--- src/rtl/control_pkg.sv ---
// control_pkg: opcodes, control enums, D/E payload and ALU-decode helper for the pipelined control unit
package control_pkg;
  localparam logic [6:0] OP_LW   = 7'b0000011;
  localparam logic [6:0] OP_SW   = 7'b0100011;
  localparam logic [6:0] OP_R    = 7'b0110011;
  localparam logic [6:0] OP_I    = 7'b0010011;
  localparam logic [6:0] OP_B    = 7'b1100011;
  localparam logic [6:0] OP_JAL  = 7'b1101111;
  localparam logic [6:0] OP_JALR = 7'b1100111;
  localparam logic [6:0] OP_LUI  = 7'b0110111;
  typedef enum logic [3:0] {
    ALU_ADD, ALU_SUB, ALU_AND, ALU_OR, ALU_XOR,
    ALU_SLT, ALU_SLTU, ALU_SLL, ALU_SRL, ALU_SRA
  } alu_ctrl_t;
  typedef enum logic [2:0] {IMM_I, IMM_S, IMM_B, IMM_J, IMM_U} imm_src_t;
  typedef enum logic [1:0] {RES_ALU, RES_MEM, RES_PC4, RES_IMM} result_src_t;
  typedef struct packed {
    logic        valid;
    logic        reg_write;
    result_src_t result_src;
    logic        mem_write;
    logic        branch;
    logic        jump;
    logic        jalr;
    alu_ctrl_t   alu_ctrl;
    logic        alu_src;
    logic [2:0]  funct3;
  } ctrl_de_t;
  // SUB needs op[5] so that addi with imm bit 10 set still adds
  function automatic alu_ctrl_t alu_funct(input logic [2:0] f3, input logic f75, input logic op5);
    case (f3)
      3'b000:  return (f75 & op5) ? ALU_SUB : ALU_ADD;
      3'b001:  return ALU_SLL;
      3'b010:  return ALU_SLT;
      3'b011:  return ALU_SLTU;
      3'b100:  return ALU_XOR;
      3'b101:  return f75 ? ALU_SRA : ALU_SRL;
      3'b110:  return ALU_OR;
      default: return ALU_AND;
    endcase
  endfunction
endpackage

--- src/rtl/pipe_main_decoder.sv ---
// pipe_main_decoder: combinational main + ALU decode for the D stage
// BRANCH_COND_EXT_EN: when undefined, funct3 1xx branches decode as illegal
module pipe_main_decoder
  import control_pkg::*;
(
  input  logic [6:0] op,
  input  logic [2:0] funct3,
  input  logic       funct7_5,
  output ctrl_de_t   ctrl,
  output imm_src_t   imm_src,
  output logic       illegal
);
  always_comb begin
    ctrl = '0;
    imm_src = IMM_I;
    illegal = 1'b0;
    ctrl.valid = 1'b1;
    ctrl.funct3 = funct3;
    case (op)
      OP_LW: begin
        ctrl.reg_write = 1'b1;
        ctrl.alu_src = 1'b1;
        ctrl.result_src = RES_MEM;
      end
      OP_SW: begin
        ctrl.mem_write = 1'b1;
        ctrl.alu_src = 1'b1;
        imm_src = IMM_S;
      end
      OP_R: begin
        ctrl.reg_write = 1'b1;
        ctrl.alu_ctrl = alu_funct(funct3, funct7_5, op[5]);
      end
      OP_I: begin
        ctrl.reg_write = 1'b1;
        ctrl.alu_src = 1'b1;
        ctrl.alu_ctrl = alu_funct(funct3, funct7_5, op[5]);
      end
      OP_B: begin
        ctrl.branch = 1'b1;
        ctrl.alu_ctrl = ALU_SUB;
        imm_src = IMM_B;
`ifndef BRANCH_COND_EXT_EN
        illegal = funct3[2];
`endif
      end
      OP_JAL: begin
        ctrl.jump = 1'b1;
        ctrl.reg_write = 1'b1;
        ctrl.result_src = RES_PC4;
        imm_src = IMM_J;
      end
      OP_JALR: begin
        ctrl.jump = 1'b1;
        ctrl.jalr = 1'b1;
        ctrl.reg_write = 1'b1;
        ctrl.alu_src = 1'b1;
        ctrl.result_src = RES_PC4;
      end
      OP_LUI: begin
        ctrl.reg_write = 1'b1;
        ctrl.result_src = RES_IMM;
        imm_src = IMM_U;
      end
      default: illegal = 1'b1;
    endcase
    if (illegal) begin
      ctrl = '0;
      imm_src = IMM_I;
    end
  end
endmodule

--- src/rtl/pipelined_control_unit.sv ---
// pipelined_control_unit: D-stage decode, D/E-E/M-M/W control pipeline and E-stage branch resolution
// BRANCH_COND_EXT_EN: enables blt/bge/bltu/bgeu; otherwise only beq/bne resolve
module pipelined_control_unit
  import control_pkg::*;
#(
  parameter int OP_WIDTH         = 7,
  parameter int FUNCT3_WIDTH     = 3,
  parameter int ALU_CTRL_WIDTH   = 4,
  parameter int IMM_SRC_WIDTH    = 3,
  parameter int RESULT_SRC_WIDTH = 2
) (
  input  logic                        clk,
  input  logic                        rst_n,
  input  logic [OP_WIDTH-1:0]         opD,
  input  logic [FUNCT3_WIDTH-1:0]     funct3D,
  input  logic                        funct7_5D,
  input  logic                        FlushE,
  input  logic                        ZeroE,
  input  logic                        NegE,
  input  logic                        CarryE,
  input  logic                        OverflowE,
  output logic [IMM_SRC_WIDTH-1:0]    ImmSrcD,
  output logic                        IllegalD,
  output logic [ALU_CTRL_WIDTH-1:0]   ALUControlE,
  output logic                        ALUSrcE,
  output logic                        JalrE,
  output logic                        PCSrcE,
  output logic [RESULT_SRC_WIDTH-1:0] ResultSrcE,
  output logic                        MemWriteM,
  output logic                        RegWriteM,
  output logic                        RegWriteW,
  output logic [RESULT_SRC_WIDTH-1:0] ResultSrcW,
  output logic                        ValidW
);
  ctrl_de_t ctrl_d, de_q;
  imm_src_t imm_src_d;
  logic valid_m, valid_w, mem_write_m, reg_write_m, reg_write_w, cond;
  result_src_t result_src_m, result_src_w;
  pipe_main_decoder u_dec (
    .op(opD),
    .funct3(funct3D),
    .funct7_5(funct7_5D),
    .ctrl(ctrl_d),
    .imm_src(imm_src_d),
    .illegal(IllegalD)
  );
  always_ff @(posedge clk or negedge rst_n) begin
    if (!rst_n) begin
      de_q <= '0;
      valid_m <= 1'b0;
      reg_write_m <= 1'b0;
      mem_write_m <= 1'b0;
      result_src_m <= RES_ALU;
      valid_w <= 1'b0;
      reg_write_w <= 1'b0;
      result_src_w <= RES_ALU;
    end else begin
      de_q <= FlushE ? '0 : ctrl_d;
      valid_m <= de_q.valid;
      reg_write_m <= de_q.reg_write;
      mem_write_m <= de_q.mem_write;
      result_src_m <= de_q.result_src;
      valid_w <= valid_m;
      reg_write_w <= reg_write_m;
      result_src_w <= result_src_m;
    end
  end
  always_comb begin
    cond = 1'b0;
    case (de_q.funct3)
      3'b000: cond = ZeroE;
      3'b001: cond = ~ZeroE;
`ifdef BRANCH_COND_EXT_EN
      3'b100: cond = NegE ^ OverflowE;
      3'b101: cond = ~(NegE ^ OverflowE);
      3'b110: cond = ~CarryE;
      3'b111: cond = CarryE;
`endif
      default: cond = 1'b0;
    endcase
  end
`ifndef BRANCH_COND_EXT_EN
  logic unused_flags;
  assign unused_flags = ^{NegE, CarryE, OverflowE};
`endif
  assign PCSrcE = de_q.valid & (de_q.jump | (de_q.branch & cond));
  assign ImmSrcD = imm_src_d;
  assign ALUControlE = de_q.alu_ctrl;
  assign ALUSrcE = de_q.alu_src;
  assign JalrE = de_q.jalr;
  assign ResultSrcE = de_q.result_src;
  assign MemWriteM = mem_write_m;
  assign RegWriteM = reg_write_m;
  assign RegWriteW = reg_write_w;
  assign ResultSrcW = result_src_w;
  assign ValidW = valid_w;
endmodule

--- config.mk ---
export PLATFORM = sky130hd
export DESIGN_NAME = pipelined_control_unit
export DESIGN_NICKNAME = d
export VERILOG_FILES = /design/src/rtl/control_pkg.sv /design/src/rtl/pipe_main_decoder.sv /design/src/rtl/pipelined_control_unit.sv
export SDC_FILE = /design/constraint.sdc
export NUM_CORES = 1
export LEC_CHECK = 0
export ABC_AREA = 0
export CORE_MARGIN = 1.5
export CORE_UTILIZATION = 35
export CTS_CLUSTER_SIZE = 16
export DETAILED_ROUTE_END_ITERATION = 6
export GPL_ROUTABILITY_DRIVEN = 0
export HOLD_SLACK_MARGIN = 0.15
export PLACE_DENSITY = 0.67
export RECOVER_POWER = 25
export SLEW_MARGIN = 10
export SYNTH_ARGS = -nofsm -noshare
export SYNTH_HDL_FRONTEND = slang
export SYNTH_HIERARCHICAL = 1
export SYNTH_SLANG_ARGS = --single-unit
--- constraint.sdc ---
create_clock -name clk -period 2.2 [get_ports clk]
set_input_delay 0.22 -clock clk [delete_from_list [all_inputs] [get_ports clk]]
set_output_delay 0.22 -clock clk [all_outputs]
set_load 0.02 [all_outputs]
; After elaboration in Yosys (flattened, before gate mapping)
; Cells that the tools add are included.
[totals]
input_bits = 18
mem_bits_rw = 0
output_inout_bits = 19
mem_count = 0
romBits = 0
regBits = 25
word_cells = 61
latch_bits = 0
[op_classes]
n_mux = 17
n_mul = 0
order_cmp = 0
n_shift = 0
n_eq_ne = 15
add_sub_neg = 0
div_mod_pow = 0
reduce_logical = 7
bitwise_logic = 5
[ops]
columns = cell, n
row1 = $mux W16, 2
row2 = $pmux W4 S7, 1
row3 = $eq A7 B6 Y1 const B, 3
row4 = $eq A7 B7 Y1 const B, 3
row5 = $pmux W3 S4, 1
row6 = $eq A3 B3 Y1 const B, 3
row7 = $mux W1, 8
row8 = $pmux W4 S2, 1
row9 = $eq A7 B2 Y1 const B, 1
row10 = $eq A7 B5 Y1 const B, 1
row11 = $reduce_or A7 Y1, 1
row12 = $eq A3 B1 Y1 const B, 2
row13 = $eq A3 B2 Y1 const B, 2
row14 = $logic_not A3 Y1, 2
row15 = $pmux W2 S3, 1
row16 = $reduce_or A6 Y1, 1
row17 = $pmux W1 S2, 2
row18 = $reduce_or A2 Y1, 2
row19 = $reduce_or A4 Y1, 1
row20 = $and A1 B1 Y1, 3
row21 = $mux W3, 1
row22 = $not A1 Y1, 1
row23 = $or A1 B1 Y1, 1

; Logic depth before layout (Yosys ltp)
[depth]
word_depth = 6
depth_mapped = 5
ltp_nobuf = 4

; Hierarchy
; The synthesis kept the hierarchy.
[by_module_without_submodules]
columns = mod, area_each_um2, instances, seq_area_each_um2, cells_each
row1 = pipelined_control_unit, 808.3, 1, 625.6, 52
row2 = pipe_main_decoder, 464.2, 1, 0.0, 67

; Worst setup path before layout
; No wires, ideal clock.
[synth_path]
path_type = input port to output port
start = input opD[3]
end = output ImmSrcD[2]
required_ns = 1.980
arrival_time_ns = 1.120
path_buffers = 1
cell_stages = 2
setup_slack_ns = 0.860
cell_sequence = buf_2 -> nor4_1
[synth_between]
elab_chain_len = 4
elab_cells_between_ends = 12
classes_between = eq/ne: 8 / mux: 3 / reduce/logical: 1
[synth_rtl]
columns = element, line
row1 = from (decl), pipelined_control_unit.sv:14  ; input logic [OP_WIDTH-1:0] opD,
row2 = $eq A7 B6 Y1 (tied with other cells), pipe_main_decoder.sv:19  ; case (op)
row3 = $reduce_or A7 Y1 (no source line), n/a
row4 = $pmux W1 S2, pipe_main_decoder.sv:19
row5 = $mux W3 *, pipe_main_decoder.sv:67  ; if (illegal) begin
row6 = to (decl), pipelined_control_unit.sv:22  ; output logic [IMM_SRC_WIDTH-1:0] ImmSrcD,
; Mark *: on every way between the ends. The rest lies on a longest branch, timed or not.

; Worst setup path after layout
[layout_path]
start = input opD[6]
end = output IllegalD
[layout_between]
elab_chain_len = 3
elab_cells_between_ends = 10
classes_between = eq/ne: 8 / mux: 1 / reduce/logical: 1
[layout_rtl]
columns = element, line
row1 = $eq A7 B6 Y1 (tied with other cells), pipe_main_decoder.sv:19
row2 = $reduce_or A7 Y1 (no source line), n/a
row3 = $pmux W1 S2 *, pipe_main_decoder.sv:19
row4 = to (decl), pipelined_control_unit.sv:23  ; output logic IllegalD,
; Marked as above.

==> reports/qor_table.md <==
| Group | Item | This run |
|:---|:---|:---|
| status | Result of the run | finished, final reports clean |
| die | Horizontal extent of the die | 63.30 um |
| cells and area | Share of post-route cells with drive strength above 1 | 0.1914 |
| placed design | Placed cell count | 204 |
| sta | Worst Max-Slew Pin Slew | 1209 ps |
| die | Starting Density | 0.3725 |
| yosys | Post-synth net total | 137 |
| cells and area | Area of all placed cells without fillers | 0.001734 mm^2 |
| sta | Headroom to the max-slew limit | 0.1938 |
| placed design | Placed cell areas | 0.001705 mm^2 |
| critical path | Required time of the worst setup path | 1980 ps |
| cells and area | Non-filler instance count after layout | 208 |
| die | Rows | 21 |
| critical path | Worst path cell trace | clkdlybuf4s50_1 > xor2_1 > a21oi_1 > or3_1 > dlygate4sd2_1 |
| sta | Setup repair after global routing missed its margin | false |
| grt | Remaining global-route overflow | 0 |
| clock tree | Postcts setup bufs | 0 |
| clock tree | Clock H-tree levels | 1 |
| yosys | Seq cells post-synth | 25 |
| critical path | Worst path arrival time | 1800 ps |
| die | Area of the die | 0.004006 mm^2 |
| sta | Timing-limited maximum frequency | 0.4959 GHz |
| routing | Total number of vias | 965 |
| sta | Final hold viol count | 0 |
| yosys | Warning count from the yosys run | 6 |
| routing | Length of routed wiring on met1 | 984 um |
| cells and area | Leading cell types in the layout, fill and taps excluded | 28 x sky130_fd_sc_hd__clkdlybuf4s50_1, 25 x sky130_fd_sc_hd__dfrtp_1, 18 x sky130_fd_sc_hd__buf_4 |
| critical path | Worst setup path class | in -> out |
| clock tree | Sink count of the clock tree | 25 |
| routing | DRC marker count from the first detailed-route iteration | 18 |
| yosys | Count of distinct cell types in the synthesized netlist | 36 |
| die | Top-Level Pins | 37 |
| power and ir drop | Power Dens Cells | 452.5 mW/mm^2 |
| yosys | Ranking of synthesized cells by area | sky130_fd_sc_hd__dfrtp_1 49%, sky130_fd_sc_hd__nor2b_1 7.9%, sky130_fd_sc_hd__buf_4 4.7% |
| grt | Pin count of the biggest net entering global routing | 26 |
| cells and area | Final antenna diode count | 0 |
| critical path | Delay contributed by the slowest stage of the critical path | 570 ps |
| grt | First-pass GRT wire length | 3967 um |
| placed design | Total of buffers placed on input and output ports | 33 |
| routing | Post-DR vias/cell | 4.639 |
| routing | Max layer used | met4 |
| routing | Total length of routed wires | 2260 um |
| clock tree | Max Buffers Root-to-Sink | 2 |
| clock tree | Clock tree root driver cell | sky130_fd_sc_hd__clkbuf_4 |
| power and ir drop | Worst voltage drop across the vdd grid | 0.0001620 V |
| sta | Number of max-slew violations in the final report | 0 |
| critical path | Standard cell with the maximum stage delay on the critical path | sky130_fd_sc_hd__clkdlybuf4s50_1 |
| clock tree | Total CTS buffers | 3 |
| critical path | CP Max Fanout | 5 |
| yosys | Fraction of the yosys area taken by sequential cells | 0.4916 |
| routing | DRC violations left | 0 |
| clock tree | Clock tree from TritonCTS | built |
| clock tree | Clock latency on the worst-skew pair | 290 ps |
| sta | Final worst path period need | 2016 ps |
| critical path | Nature of the critical path startpoint | input pin |
| grt | Overall routing resource usage | 0.1228 |
| sta | Setup violations, final | 0 |
| routing | Post-detailed-route count of antenna-violating nets | 0 |
| cells and area | Area grow syn2layout | 36.28% |
| min path | Hold crit path type | reg -> reg |
| yosys | Avg Cell Area, Syn | 10.69 um^2 |
| grt | Number of global-route vias before repair | 916 |
| yosys | Leading area contributor after synthesis | sky130_fd_sc_hd__dfrtp_1 |
| sta | Post-route fraction of the period consumed by the critical path | 0.9166 |
| cells and area | Filler cells | 325 |
| die | Die H | 63.30 um |
| flow run | Total of max-cap violations | 0 |
| power and ir drop | Static leakage | 0.0008120 uW |
| cells and area | Most common cell after layout, fill and taps aside | sky130_fd_sc_hd__clkdlybuf4s50_1 |
| routing | First-pass DRT Iterations | 2 |
| critical path | Category of the worst setup path capture point | primary output |
| die | Core footprint | 0.003416 mm^2 |
| sta | Layout Skew | 2.507 ps |
| routing | Met3 Routed Length | 121 um |
| cells and area | Net count of the finished layout | 181 |
| routing | Sum of met2 wire segment lengths after detailed routing | 1136 um |
| placed design | Sum of net half-perimeters after detailed placement | 1872 um |
| yosys | Area share of the largest cell type after synthesis | 0.4916 |
| yosys | Mapped cell area | 0.001272 mm^2 |
| routing | Wire per inst | 10.87 um |
| yosys | Gate count of the mapped netlist | 119 |
| grt | Number of antenna violations at the first check in global routing | 0 |
| clock tree | Clock-pin slew of the registers on the worst-case setup and hold paths | 110 ps |
-- power breakdown --
group          switching, uW  total (uW)  internal [uW]
Clock                    112         182           70.5
Combinational           70.5         138           67.1
Sequential              1.43         465            463
-- synth_stat cells (all sizes together) --
master / count
or3: 2
nor3b: 2
mux2i: 2
dfrtp: 25
nor3: 10
xor2: 2
or3b: 1
inv: 1
nor2b: 16
nand4b: 2
a211oi: 1
and3: 3
xnor2: 1
a41o: 1
nor4: 1
nor4b: 1
nor2: 9
o21ai: 2
buf: 13
a21o: 1
nand2: 9
o31ai: 2
nand3: 2
o41ai: 2
a2111oi: 1
and2: 2
a21oi: 5
-- registers in the layout, indices dropped and copies added, names as in the netlist, 2 cells and up --
| register | flops |
|---|---|
| de_q | 8 |
| ResultSrcW | 2 |
| ALUControlE | 4 |
| ResultSrcE | 2 |
| result_src_m | 2 |
-- critical path: cells and delay by family --
family	cells	cell delay (ps)
buffers and inverters	2	900
and+or+nand+nor	1	390
xor gates and xnor gates	1	180
AOI/OAI and AO/OA	1	110
-- cell families (layout without fill, tap and decap cells) --
logic type                count (synthesis)  after routing  synth area share
and+or+nand+nor                          60             60            0.2920
AOI/OAI and AO/OA                        15             15            0.1003
DFF                                      25             25            0.4916
xor gates and xnor gates                  3              3           0.02065
muxes                                     2              2           0.01573
buffers and inverters                    14             57           0.07964
-- layout make-up --
class,count,area [um^2],area share
sequential,25,625.6,0.3608
multi-input combinational,80,545.5,0.3146
timing repair buffer,52,475.5,0.2742
tap,46,57.56,0.03319
clock buffer,4,26.28,0.01515
inverter,1,3.754,0.002165
-- per-layer routing --
metal	global-route usage	vias to the layer above
met5	0	-
met4	0.04891	0
met3	0.02679	2
met2	0.2141	24
met1	0.1470	449
li1	-	490
-- metrics by stage --
step	hold slack (ps)	total power, uW	TNS [ps]	util	setup slack [ps]
finish	360.8	784.8	0	0.5077	183.5
global placement	333.2	610.8	-27.12	0.4993	-27.12
floorplan	-75.59	539.8	0	-	859.6
detailed placement	335.5	614.5	-50.29	0.4993	-50.29
CTS	268.6	796.8	0	0.5066	8.751
global route	370.9	831.2	0	0.5077	133.8
-- worst paths after layout --
check / from / end / slack, ps / cells after the start
worst max-delay path: opD[6] / IllegalD / 180 / 5
worst min-delay path: de_q[14] / RegWriteM / 360 / 0
worst max register to register: ResultSrcE[0] / result_src_m[0] / 1690 / 0
worst min register to register: de_q[14] / RegWriteM / 360 / 0
max in group asynchronous: rst_n / de_q[15] / 810 / 2
min in group asynchronous: rst_n / ValidW / 690 / 2
-- repair_timing --
| item | in CTS | in global routing |
|---|---|---|
| hold buffers | 0 | 0 |
| resized for setup | 1 | 3 |
| endpoints found under the setup margin | 1 | 3 |
No activity file was read; power rests on OpenSTA's default activity.
